[src/rtl/pipe_hazard_ctrl_pkg.sv]
// ============================================================================
// Module : pipe_ctrl_pkg
// Brief  : Shared types and constants for the pipeline hazard controller.
// Rev    : 1.0 - initial release
// ============================================================================
`default_nettype none

package pipe_ctrl_pkg;

   localparam int XLEN_DEF = 32;

   // Stage indices; a stall/flush vector bit k controls the register feeding stage k
   localparam int STG_IF  = 0;
   localparam int STG_ID  = 1;
   localparam int STG_EX  = 2;
   localparam int STG_MEM = 3;
   localparam int STG_WB  = 4;

   typedef enum logic [0:0] {
      ST_IDLE = 1'b0,
      ST_MDU  = 1'b1
   } state_t;

   typedef enum logic [2:0] {
      CAUSE_NONE  = 3'd0,
      CAUSE_IFU   = 3'd1,
      CAUSE_LDUSE = 3'd2,
      CAUSE_REDIR = 3'd3,
      CAUSE_MDU   = 3'd4,
      CAUSE_LSU   = 3'd5,
      CAUSE_TRAP  = 3'd6
   } cause_t;

endpackage

`default_nettype wire

[src/rtl/pipe_hazard_ctrl_if.sv]
// ============================================================================
// Module : pipe_hazard_ctrl_if
// Brief  : Hazard-source inputs and stall/flush/redirect outputs of the core.
// Rev    : 1.0 - initial release
// ============================================================================
`default_nettype none

interface pipe_hazard_ctrl_if
   import pipe_ctrl_pkg::*;
#(
   parameter int XLEN = XLEN_DEF
);
   logic            ifu_wait;
   logic            lsu_wait;
   logic            id_load_use;
   logic            ex_mdu_start;
   logic            ex_redirect;
   logic [XLEN-1:0] ex_redirect_pc;
   logic            wb_trap;
   logic [XLEN-1:0] wb_trap_pc;

   logic            pc_stall;
   logic            pc_redirect_vld;
   logic [XLEN-1:0] pc_redirect_pc;
   logic            if_id_stall;
   logic            id_ex_stall;
   logic            ex_mem_stall;
   logic            if_id_flush;
   logic            id_ex_flush;
   logic            ex_mem_flush;
   logic            mem_wb_flush;
   logic            mdu_busy;

   modport master (
      output ifu_wait, lsu_wait, id_load_use, ex_mdu_start,
             ex_redirect, ex_redirect_pc, wb_trap, wb_trap_pc,
      input  pc_stall, pc_redirect_vld, pc_redirect_pc,
             if_id_stall, id_ex_stall, ex_mem_stall,
             if_id_flush, id_ex_flush, ex_mem_flush, mem_wb_flush, mdu_busy
   );

   modport slave (
      input  ifu_wait, lsu_wait, id_load_use, ex_mdu_start,
             ex_redirect, ex_redirect_pc, wb_trap, wb_trap_pc,
      output pc_stall, pc_redirect_vld, pc_redirect_pc,
             if_id_stall, id_ex_stall, ex_mem_stall,
             if_id_flush, id_ex_flush, ex_mem_flush, mem_wb_flush, mdu_busy
   );

endinterface

`default_nettype wire

[src/rtl/pipe_hazard_ctrl_mdu_wait_cnt.sv]
// ============================================================================
// Module : mdu_wait_cnt
// Brief  : Loadable down-counter with clear and zero flag for the MDU wait.
// Rev    : 1.0 - initial release
// ============================================================================
`default_nettype none

module mdu_wait_cnt
   import pipe_ctrl_pkg::*;
#(
   parameter int CNT_W = 6
) (
   input  logic             clk,
   input  logic             rst_n,
   input  logic             i_load,
   input  logic [CNT_W-1:0] i_load_val,
   input  logic             i_dec,
   input  logic             i_clr,
   output logic [CNT_W-1:0] o_cnt,
   output logic             o_zero
);

   logic [CNT_W-1:0] r_cnt;

   // Clear beats load beats decrement; decrement saturates at zero
   always_ff @(posedge clk or negedge rst_n) begin
      if (!rst_n) begin
         r_cnt <= '0;
      end else if (i_clr) begin
         r_cnt <= '0;
      end else if (i_load) begin
         r_cnt <= i_load_val;
      end else if (i_dec && (r_cnt != '0)) begin
         r_cnt <= r_cnt - CNT_W'(1);
      end
   end

   assign o_cnt  = r_cnt;
   assign o_zero = (r_cnt == '0);

endmodule

`default_nettype wire

[src/rtl/pipe_hazard_ctrl.sv]
// ============================================================================
// Module : pipe_hazard_ctrl
// Brief  : Stall/flush scheduler for the 5-stage pipeline, MDU wait sequencing
//          and pending PC redirect. Optional perf counters: PIPE_HAZARD_CTRL_PERF_EN.
// Rev    : 1.0 - initial release
// ============================================================================
`default_nettype none

module pipe_hazard_ctrl
   import pipe_ctrl_pkg::*;
#(
   parameter int MDU_CYCLES = 33,
   parameter int CNT_W      = 6,
   parameter int XLEN       = XLEN_DEF
) (
   input  logic               clk,
   input  logic               rst_n,
   pipe_hazard_ctrl_if.slave  hz
`ifdef PIPE_HAZARD_CTRL_PERF_EN
   ,
   output logic [31:0]        perf_stall_cnt,
   output logic [31:0]        perf_flush_cnt
`endif
);

   state_t              r_state;
   logic                r_mdu_busy;
   logic                r_redir_pend;
   logic [XLEN-1:0]     r_redir_pc;

   logic [CNT_W-1:0]    w_cnt;
   logic                w_cnt_zero;
   logic                w_cnt_last;
   logic                w_start;
   logic                w_in_mdu;
   cause_t              w_cause;
   logic [STG_MEM:STG_IF] w_stall;
   logic [STG_WB:STG_ID]  w_flush_raw;
   logic [STG_WB:STG_ID]  w_flush;
   logic                w_redir_vld;
   logic [XLEN-1:0]     w_redir_pc;
   logic                w_pc_stall;

   assign w_in_mdu   = (r_state == ST_MDU);
   assign w_start    = (r_state == ST_IDLE) && hz.ex_mdu_start && !hz.lsu_wait && !hz.wb_trap;
   // Counter is loaded with MDU_CYCLES-1; it reaches zero on the edge that leaves MDU
   assign w_cnt_last = w_cnt_zero || (w_cnt == CNT_W'(1));

   mdu_wait_cnt #(
      .CNT_W      (CNT_W)
   ) u_mdu_wait_cnt (
      .clk        (clk),
      .rst_n      (rst_n),
      .i_load     (w_start),
      .i_load_val (CNT_W'(MDU_CYCLES - 1)),
      .i_dec      (w_in_mdu),
      .i_clr      (hz.wb_trap),
      .o_cnt      (w_cnt),
      .o_zero     (w_cnt_zero)
   );

   always_comb begin
      w_cause = CAUSE_NONE;
      if (hz.wb_trap)                 w_cause = CAUSE_TRAP;
      else if (hz.lsu_wait)           w_cause = CAUSE_LSU;
      else if (w_start || w_in_mdu)   w_cause = CAUSE_MDU;
      else if (hz.ex_redirect)        w_cause = CAUSE_REDIR;
      else if (hz.id_load_use)        w_cause = CAUSE_LDUSE;
      else if (hz.ifu_wait)           w_cause = CAUSE_IFU;
   end

   always_comb begin
      w_stall     = '0;
      w_flush_raw = '0;
      w_redir_vld = 1'b0;
      w_redir_pc  = hz.ex_redirect_pc;
      case (w_cause)
         CAUSE_TRAP: begin
            w_flush_raw = '1;
            w_redir_vld = 1'b1;
            w_redir_pc  = hz.wb_trap_pc;
         end
         CAUSE_LSU: begin
            w_stall             = '1;
            w_flush_raw[STG_WB] = 1'b1;
         end
         CAUSE_MDU: begin
            w_stall[STG_EX:STG_IF] = '1;
            w_flush_raw[STG_MEM]   = 1'b1;
         end
         CAUSE_REDIR: begin
            w_flush_raw[STG_EX:STG_ID] = '1;
            w_redir_vld                = !hz.ifu_wait;
         end
         CAUSE_LDUSE: begin
            w_stall[STG_ID:STG_IF] = '1;
            w_flush_raw[STG_EX]    = 1'b1;
         end
         CAUSE_IFU: begin
            w_stall[STG_IF]     = 1'b1;
            w_flush_raw[STG_ID] = 1'b1;
         end
         default: ;
      endcase
      // A fresh EX redirect supersedes the pending target when both could issue
      if (r_redir_pend && (w_cause != CAUSE_TRAP)) begin
         w_flush_raw[STG_ID] = 1'b1;
         if (!hz.ifu_wait && (w_cause != CAUSE_REDIR)) begin
            w_redir_vld = 1'b1;
            w_redir_pc  = r_redir_pc;
         end
      end
   end

   // A held register is never bubbled; a redirecting PC loads rather than holds
   assign w_flush    = w_flush_raw & ~{1'b0, w_stall[STG_MEM:STG_ID]};
   assign w_pc_stall = w_stall[STG_IF] & ~w_redir_vld;

   assign hz.pc_stall        = rst_n & w_pc_stall;
   assign hz.if_id_stall     = rst_n & w_stall[STG_ID];
   assign hz.id_ex_stall     = rst_n & w_stall[STG_EX];
   assign hz.ex_mem_stall    = rst_n & w_stall[STG_MEM];
   assign hz.if_id_flush     = !rst_n | w_flush[STG_ID];
   assign hz.id_ex_flush     = !rst_n | w_flush[STG_EX];
   assign hz.ex_mem_flush    = !rst_n | w_flush[STG_MEM];
   assign hz.mem_wb_flush    = !rst_n | w_flush[STG_WB];
   assign hz.pc_redirect_vld = rst_n & w_redir_vld;
   assign hz.pc_redirect_pc  = w_redir_pc;
   assign hz.mdu_busy        = r_mdu_busy;

   always_ff @(posedge clk or negedge rst_n) begin
      if (!rst_n) begin
         r_state      <= ST_IDLE;
         r_mdu_busy   <= 1'b0;
         r_redir_pend <= 1'b0;
         r_redir_pc   <= '0;
      end else begin
         if (hz.wb_trap) begin
            r_state    <= ST_IDLE;
            r_mdu_busy <= 1'b0;
         end else begin
            case (r_state)
               ST_IDLE: if (w_start) begin
                  r_state    <= ST_MDU;
                  r_mdu_busy <= 1'b1;
               end
               ST_MDU: if (w_cnt_last) begin
                  r_state    <= ST_IDLE;
                  r_mdu_busy <= 1'b0;
               end
               default: begin
                  r_state    <= ST_IDLE;
                  r_mdu_busy <= 1'b0;
               end
            endcase
         end

         if (hz.wb_trap) begin
            r_redir_pend <= 1'b0;
         end else if (w_cause == CAUSE_REDIR) begin
            r_redir_pend <= hz.ifu_wait;
            if (hz.ifu_wait) r_redir_pc <= hz.ex_redirect_pc;
         end else if (r_redir_pend && !hz.ifu_wait) begin
            r_redir_pend <= 1'b0;
         end
      end
   end

`ifdef PIPE_HAZARD_CTRL_PERF_EN
   logic [31:0] r_perf_stall_cnt;
   logic [31:0] r_perf_flush_cnt;

   always_ff @(posedge clk or negedge rst_n) begin
      if (!rst_n) begin
         r_perf_stall_cnt <= '0;
         r_perf_flush_cnt <= '0;
      end else begin
         if (w_pc_stall) r_perf_stall_cnt <= r_perf_stall_cnt + 32'd1;
         if ((w_cause == CAUSE_TRAP) || (w_cause == CAUSE_REDIR))
            r_perf_flush_cnt <= r_perf_flush_cnt + 32'd1;
      end
   end

   assign perf_stall_cnt = r_perf_stall_cnt;
   assign perf_flush_cnt = r_perf_flush_cnt;
`endif

endmodule

`default_nettype wire
[src/flat_wrapper.sv]
// flat-port wrapper written by rule: the top's interface ports become plain ports
module pipe_hazard_ctrl_flat import pipe_ctrl_pkg::*;
#(
   parameter int MDU_CYCLES = 33,
   parameter int CNT_W      = 6,
   parameter int XLEN       = XLEN_DEF
)
  (clk, rst_n, hz_ifu_wait, hz_lsu_wait, hz_id_load_use, hz_ex_mdu_start, hz_ex_redirect, hz_ex_redirect_pc, hz_wb_trap, hz_wb_trap_pc, hz_pc_stall, hz_pc_redirect_vld, hz_pc_redirect_pc, hz_if_id_stall, hz_id_ex_stall, hz_ex_mem_stall, hz_if_id_flush, hz_id_ex_flush, hz_ex_mem_flush, hz_mem_wb_flush, hz_mdu_busy);
  pipe_hazard_ctrl_if #(.XLEN(XLEN)) hz_i ();
  input  logic clk;
  input  logic rst_n;
  input wire logic [$bits(hz_i.ifu_wait)-1:0] hz_ifu_wait;
  input wire logic [$bits(hz_i.lsu_wait)-1:0] hz_lsu_wait;
  input wire logic [$bits(hz_i.id_load_use)-1:0] hz_id_load_use;
  input wire logic [$bits(hz_i.ex_mdu_start)-1:0] hz_ex_mdu_start;
  input wire logic [$bits(hz_i.ex_redirect)-1:0] hz_ex_redirect;
  input wire logic [$bits(hz_i.ex_redirect_pc)-1:0] hz_ex_redirect_pc;
  input wire logic [$bits(hz_i.wb_trap)-1:0] hz_wb_trap;
  input wire logic [$bits(hz_i.wb_trap_pc)-1:0] hz_wb_trap_pc;
  output wire logic [$bits(hz_i.pc_stall)-1:0] hz_pc_stall;
  output wire logic [$bits(hz_i.pc_redirect_vld)-1:0] hz_pc_redirect_vld;
  output wire logic [$bits(hz_i.pc_redirect_pc)-1:0] hz_pc_redirect_pc;
  output wire logic [$bits(hz_i.if_id_stall)-1:0] hz_if_id_stall;
  output wire logic [$bits(hz_i.id_ex_stall)-1:0] hz_id_ex_stall;
  output wire logic [$bits(hz_i.ex_mem_stall)-1:0] hz_ex_mem_stall;
  output wire logic [$bits(hz_i.if_id_flush)-1:0] hz_if_id_flush;
  output wire logic [$bits(hz_i.id_ex_flush)-1:0] hz_id_ex_flush;
  output wire logic [$bits(hz_i.ex_mem_flush)-1:0] hz_ex_mem_flush;
  output wire logic [$bits(hz_i.mem_wb_flush)-1:0] hz_mem_wb_flush;
  output wire logic [$bits(hz_i.mdu_busy)-1:0] hz_mdu_busy;
  assign hz_i.ifu_wait = hz_ifu_wait;
  assign hz_i.lsu_wait = hz_lsu_wait;
  assign hz_i.id_load_use = hz_id_load_use;
  assign hz_i.ex_mdu_start = hz_ex_mdu_start;
  assign hz_i.ex_redirect = hz_ex_redirect;
  assign hz_i.ex_redirect_pc = hz_ex_redirect_pc;
  assign hz_i.wb_trap = hz_wb_trap;
  assign hz_i.wb_trap_pc = hz_wb_trap_pc;
  assign hz_pc_stall = hz_i.pc_stall;
  assign hz_pc_redirect_vld = hz_i.pc_redirect_vld;
  assign hz_pc_redirect_pc = hz_i.pc_redirect_pc;
  assign hz_if_id_stall = hz_i.if_id_stall;
  assign hz_id_ex_stall = hz_i.id_ex_stall;
  assign hz_ex_mem_stall = hz_i.ex_mem_stall;
  assign hz_if_id_flush = hz_i.if_id_flush;
  assign hz_id_ex_flush = hz_i.id_ex_flush;
  assign hz_ex_mem_flush = hz_i.ex_mem_flush;
  assign hz_mem_wb_flush = hz_i.mem_wb_flush;
  assign hz_mdu_busy = hz_i.mdu_busy;
  pipe_hazard_ctrl #(.MDU_CYCLES(MDU_CYCLES), .CNT_W(CNT_W), .XLEN(XLEN)) u_core (.clk(clk), .rst_n(rst_n), .hz(hz_i));
endmodule
[config.mk]
export PLATFORM = sky130hd
export DESIGN_NAME = pipe_hazard_ctrl_flat
export DESIGN_NICKNAME = d
export VERILOG_FILES = /design/src/rtl/pipe_hazard_ctrl_pkg.sv /design/src/rtl/pipe_hazard_ctrl_if.sv /design/src/rtl/pipe_hazard_ctrl_mdu_wait_cnt.sv /design/src/rtl/pipe_hazard_ctrl.sv /design/src/flat_wrapper.sv
export SDC_FILE = /design/constraint.sdc
export NUM_CORES = 1
export LEC_CHECK = 0
export BUFFER_PORTS_ARGS = -buffer_cell sky130_fd_sc_hd__buf_2
export CAP_MARGIN = 40
export CORE_ASPECT_RATIO = 1.2
export CORE_UTILIZATION = 30
export DETAILED_ROUTE_END_ITERATION = 7
export PLACE_DENSITY_LB_ADDON = 0.1
export SLEW_MARGIN = 20
export SYNTH_ARGS = -nofsm -noshare
export SYNTH_HDL_FRONTEND = slang
export SYNTH_SLANG_ARGS = --single-unit
[constraint.sdc]
create_clock -name clk -period 2.1 [get_ports clk]
set_input_delay 0.315 -clock clk [delete_from_list [all_inputs] [get_ports clk]]
set_output_delay 0.315 -clock clk [all_outputs]
set_load 0.1 [all_outputs]
# [Word-level counts from Yosys, hierarchy flattened]
# Cells that the tools add are included.
# W data, S select, Z words.
[word_totals] input_bits=72 regBits=41 wordCells=93 output_inout_bits=42
[classes] n_mux=35 eq_ne=11 reduce_logical=26 add_sub_neg=1 n_bitwise=15
[ops] op="$mux W32" n=3
[ops] op="$mux W1" n=21
[ops] op="$mux W6" n=3
[ops] op="$mux W3" n=5
[ops] op="$eq A3 B3 Y1 const B" n=3
[ops] op="$reduce_or A3 Y1" n=3
[ops] op="$logic_and A1 B1 Y1" n=7
[ops] op="$and A1 B1 Y1" n=6
[ops] op="$eq A3 B2 Y1 const B" n=2
[ops] op="$eq A6 B1 Y1 const B" n=1
[ops] op="$logic_not A6 Y1" n=1
[ops] op="$ne A3 B2 Y1 const B" n=2
[ops] op="$ne A3 B3 Y1 const B" n=2
[ops] op="$pmux W1 S2" n=3
[ops] op="$reduce_bool A3 Y1" n=2
[ops] op="$reduce_bool A6 Y1" n=1
[ops] op="$reduce_or A2 Y1" n=3
[ops] op="$sub A6 B1 Y6 const B" n=1
[ops] op="$and A4 B4 Y4" n=1
[ops] op="$logic_not A1 Y1" n=4
[ops] op="$not A3 Y4" n=1
[ops] op="$or A1 B1 Y1" n=4
[ops] op="$reduce_or A4 Y1" n=1
[ops] op="$eq A3 B1 Y1 const B" n=1
[ops] op="4 further kinds" n=7

# [Longest topological paths before layout]
[logic_depth] word_depth=15 ltp_mapped=6 mapped_depth_nobuf=5

# [Hierarchy]
# A second synthesis with hierarchy kept.
[hier_totals] hier_cells=315 hier_area_um2=2859.0
[by_module_without_submodules] module="pipe_hazard_ctrl" seq_area_each_um2=875.8 cells_each=262 n_inst=1 area_per_inst_um2=2396.0
[by_module_without_submodules] module="mdu_wait_cnt" seq_area_each_um2=150.1 cells_each=53 n_inst=1 area_per_inst_um2=462.9

# [Worst setup path after synthesis]
# Ideal clock, no wire load.
[synth_path] path_kind="reg-to-output" from="reg u_core.r_state" to="out hz_pc_redirect_pc[10]" arrival_ns=4.523 stages_incl_launch_ff=5 setup_slack_ns=-2.738 required_time_ns=1.785 path_buffers=1 cell_sequence="dfrtp_1 -> nor4b_1 -> nor3_1 -> clkbuf_1 -> o311ai_0"
[synth_between] elab_chain_len=12 word_cells_on_any_way=16 cone_classes="eq/ne (3); mux (6); bitwise (1); reduce/logical (6)"
[synth_rtl] element="start: declaration" line_no="pipe_hazard_ctrl.sv:26" rtl="state_t r_state;"
[synth_rtl] element="start signal: assignment" line_no="pipe_hazard_ctrl.sv:133" rtl="r_state <= ST_IDLE;"
[synth_rtl] element="start signal: assignment" line_no="pipe_hazard_ctrl.sv:139" rtl="r_state <= ST_IDLE;"
[synth_rtl] element="start signal: assignment" line_no="pipe_hazard_ctrl.sv:144" rtl="r_state <= ST_MDU;"
[synth_rtl] element="$not A1 Y1" line_no="pipe_hazard_ctrl.sv:45" rtl="assign w_start = (r_state == ST_IDLE) && hz.ex_mdu_start && !hz.lsu_wait && !hz.wb_trap;"
[synth_rtl] element="$logic_and A1 B1 Y1 (3 in a row)" line_no="pipe_hazard_ctrl.sv:45"
[synth_rtl] element="$logic_or A1 B1 Y1 (*)" line_no="pipe_hazard_ctrl.sv:66" rtl="else if (w_start || w_in_mdu) w_cause = CAUSE_MDU;"
[synth_rtl] element="$mux W3 (*)" line_no="pipe_hazard_ctrl.sv:66"
[synth_rtl] element="$mux W3 (*)" line_no="pipe_hazard_ctrl.sv:65" rtl="else if (hz.lsu_wait) w_cause = CAUSE_LSU;"
[synth_rtl] element="$mux W3 (*)" line_no="pipe_hazard_ctrl.sv:64" rtl="if (hz.wb_trap) w_cause = CAUSE_TRAP;"
[synth_rtl] element="$eq A3 B3 Y1 / $ne A3 B2 Y1 (equally long branches)" line_no="pipe_hazard_ctrl.sv:77, pipe_hazard_ctrl.sv:108"
[synth_rtl] element="$mux W32 / $logic_and A1 B1 Y1 (equally long branches)" line_no="pipe_hazard_ctrl.sv:77, pipe_hazard_ctrl.sv:108"
[synth_rtl] element="$mux W32" line_no="pipe_hazard_ctrl.sv:108" rtl="if (!hz.ifu_wait && (w_cause != CAUSE_REDIR)) begin"
[synth_rtl] element="$mux W32 (*)" line_no="pipe_hazard_ctrl.sv:106" rtl="if (r_redir_pend && (w_cause != CAUSE_TRAP)) begin"
[synth_rtl] element="end: declaration" line_no="flat_wrapper.sv:22" rtl="output wire logic [$bits(hz_i.pc_redirect_pc)-1:0] hz_pc_redirect_pc;"
# Every way passes the cells marked *; elsewhere a longest branch is shown, timed or not.

# [Worst setup path after layout]
[layout_path] from="reg u_core.r_state" to="out hz_pc_redirect_pc[17]"
# The elaborated chain is that of the path after synthesis.

==> flow_summary_export.csv <==
group,metric,value,unit
critical_path,crit_path_end_kind,"primary output",
critical_path,cp.arrival,1970,ps
cts,path_clk_slew,90,ps
sta,rsz0062_at_grt,"yes",
critical_path,reg2reg_depth,4,
logic_synthesis,synthesis.nets,409,
sta,finClkSkew,4.439,ps
floorplan,rows,38,
placement,preCtsSetupSlack,-114.0,ps
power_and_ir_drop,ir_drop,0.0002603,V
sta,fin_hold_ws,22.50,ps
grt,first_global_vias,2907,
finish,finalNetCount,521,
critical_path,max_stage_delay,400,ps
sta,setup_slack,-184.8,ps
detailed_routing,drt_iter0_markers,78,
finish,fin_cells,567,
floorplan,die_h,109.1,um
grt,use_met2,0.3274,
sta,report.final.hold_viol_count,0,
placement,dpl_cell_area,0.004870,mm2
sta,worstMarginPinSlew,501.3,ps
sta,clock.fmax,0.4377,GHz
logic_synthesis,synth_cell_types,40,
floorplan,ios,114,
grt,use_met3,0.03347,
floorplan,die-area,0.009955,mm2
sta,finalSetupViolCount,34,
critical_path,r2r_slack,210,ps
critical_path,slowest_stage,"dfrtp_1",
run_status,status,"finished with violations",
critical_path,r2r_start,"u_core.r_state",
power_and_ir_drop,p_leak,2.211,nW
placement,numPortBuffers,113,
power_and_ir_drop,power_density,594.8,mW/mm2
detailed_routing,finalWirelength,8921,um
cts,numCtsBuffers,5,
grt,grt_overflow,0,
sta,layout_min_cycle_time,2285,ps
critical_path,critPathKind,"reg -> out",
finish,drive_above_1_share,0.4698,
finish,fill_cells,814,
grt,grt_max_degree,35,
grt,antenna_found_initial,0,
logic_synthesis,yosys_warnings,0,
critical_path,r2r_end,"u_core.r_redir_pc[19]",
critical_path,cp.required,1780,ps
placement,hpwlAfterDp,6458,um
cts,clock_latency,290,ps
cts,cts_hold_buffers,0,
detailed_routing,via_count,2986,
cts,htreeDepth,2,
logic_synthesis,avgSynthCellArea,8.586,um2
logic_synthesis,syn_inst,334,
run_status,violations,"negative setup slack",
detailed_routing,drt-wirelength-per-cell,15.73,um
cts,cts_buffer_depth,2,
cts,cts.sinks,41,
grt,gr-usage-all-layers,0.1827,
finish,final_area,0.005097,mm2
hold_path,hold_class,"in -> async",
logic_synthesis,syn_area,0.002868,mm2
critical_path,startpoint_type,"flop",
sta,drv_slew,0,
floorplan,core,0.009176,mm2
grt,grt_pass1_wl,14530,um
detailed_routing,dr.pass1.iters,4,
critical_path,cp_cell_sequence,"buf_6, nor4b_4, nor3_4, buf_12, o311ai_4, buf_12",
logic_synthesis,ys_seq_elements,41,
power_and_ir_drop,p_total,3.032,mW
detailed_routing,drc_errors,0,
detailed_routing,vias_per_cell,5.266,
sta,fin_crit_sh,1.088,
cts,cts_tree,"built",
logic_synthesis,seq_area_frac_synth,0.3578,
floorplan,start_util,0.3125,
critical_path,path_common_cell,"buf_12",
placement,placedCellCount,555,
detailed_routing,ant_nets,0,
grt,top_usage_layer,"met2",
finish,antenna_cells,0,
critical_path,worstPathMaxFanout,18,
cts,cts_root_buf,"clkbuf_8",
flow_run,cap_violations,0,
placement,gp_congestion,0.7913,
sta,slew_headroom,0.6658,
floorplan,dieWidth,91.25,um
finish,area_growth,77.75,%
grt,met1_usage,0.2301,
critical_path,cp-startpoint,"u_core.r_state",
-- kinds of logic after synthesis --
kind of cell,count (synthesis),share of synthesized area
compound gates,96,0.2260
fa+ha+maj,3,0.01309
buf+inv,71,0.1012
flops,41,0.3578
mux,14,0.07068
simple gates,109,0.2312
-- registers in the layout (all words and copies together), names as in the netlist --
register                     flops
u_core.r_redir_pend              1
u_core.r_redir_pc               32
u_core.u_mdu_wait_cnt.o_cnt      6
u_core.hz.mdu_busy               1
u_core.r_state                   1
-- Yosys cell counts --
| cell | count | area (um2) |
|---|---|---|
| o311ai_0 | 32 | 280.3 |
| a211oi_1 | 2 | 15.01 |
| or4b_1 | 1 | 10.01 |
| nor2_1 | 6 | 22.52 |
| a31oi_1 | 3 | 18.77 |
| nand4_1 | 2 | 12.51 |
| nor2b_1 | 8 | 50.05 |
| a221oi_1 | 1 | 8.760 |
| buf_6 | 3 | 33.78 |
| ha_1 | 3 | 37.54 |
| nor3_1 | 4 | 20.02 |
| buf_1 | 4 | 15.01 |
| nand3_1 | 2 | 10.01 |
| o21bai_1 | 2 | 15.01 |
| nor4_1 | 1 | 6.260 |
| or2_1 | 1 | 6.260 |
| or2_2 | 1 | 6.260 |
| clkbuf_1 | 26 | 97.59 |
| or3_1 | 2 | 12.51 |
| or4_1 | 1 | 7.510 |
| and2_1 | 2 | 12.51 |
| a311o_1 | 1 | 10.01 |
| or4b_2 | 1 | 10.01 |
| inv_1 | 37 | 138.9 |
| o21a_1 | 1 | 7.510 |
| mux2_4 | 12 | 180.2 |
| a22oi_1 | 1 | 7.510 |
| nor4b_1 | 1 | 8.760 |
| mux2_2 | 2 | 22.52 |
| nand4b_1 | 32 | 280.3 |
| o31ai_1 | 2 | 15.01 |
| dfrtp_1 | 41 | 1026 |
| o21ai_0 | 40 | 200.2 |
| nand2b_1 | 9 | 56.30 |
| a311oi_1 | 1 | 8.760 |
| buf_2 | 1 | 5.000 |
| a21oi_1 | 6 | 30.03 |
| a31o_2 | 1 | 8.760 |
| nand2_1 | 35 | 131.4 |
| o211ai_1 | 3 | 22.52 |
-- critical path: cells and delay by family, from the launching register on --
family	cells	cell delay [ps]
buffers and inverters	3	550
DFF	1	400
and+or+nand+nor	2	400
AOI/OAI and AO/OA	1	330
-- per-stage QoR --
| stage | util | TNS [ps] |
|---|---|---|
| after floorplan | - | -4104 |
| after global placement | 0.5307 | -2348 |
| after detailed placement | 0.5307 | -2567 |
| after CTS | 0.5550 | -5756 |
| after global routing | 0.5555 | -6857 |
| final | 0.5555 | -4919 |
-- area by class of cell --
cell class                      instances  area, um2  share of cell area
Inverter                               37      138.9             0.02725
Tap cell                              120      150.1             0.02946
Clock inverter                          3      17.52            0.003436
Clock buffer                            5      68.82             0.01350
Sequential cell                        41       1026              0.2013
Timing Repair Buffer                  139       1486              0.2916
Multi-Input combinational cell        222       2210              0.4335
-- routing by layer --
layer  vias to the layer above  routed length, um
li1                       1454                  -
met1                      1461               3875
met4                         0                 37
met3                         2                324
met5                         -                  0
met2                        69               4684
-- timing repair --
action                     in CTS  in global routing
pin swaps                      10                 10
setup endpoints to repair      37                 37
gates cloned                    1                  0
setup buffers                   3                  1
gates resized for setup        20                  3
-- where the power goes --
part	switching, mW	internal, mW
Clock	0.292	0.230
Sequential	0.0988	0.950
Combinational	0.852	0.609
-- placed cells by master (no fill, tap or decap), types with 3 or more instances in the layout --
master	instances
a21oi_1	4
a31oi_1	3
buf_12	47
buf_2	71
buf_4	18
clkbuf_8	5
dfrtp_1	41
ha_1	3
inv_1	37
mux2_4	12
nand2_1	35
nand2b_1	8
nand4b_1	32
nor2_1	4
nor2b_1	7
nor3_1	3
o211ai_1	3
o21ai_0	39
o311ai_4	31
-- how the worst max path moves through the flow --
stage                       endpoint  slack [ps]  cells past startpoint
5_1_grt        hz_pc_redirect_pc[19]        -250                      6
3_3_place_gp   hz_pc_redirect_pc[11]        -100                      6
4_1_cts        hz_pc_redirect_pc[11]        -210                      5
2_1_floorplan   hz_pc_redirect_pc[0]        -370                      3
6_report       hz_pc_redirect_pc[17]        -180                      6
3_5_place_dp   hz_pc_redirect_pc[11]        -110                      6
Note: power is estimated with default switching activity, not from simulation.
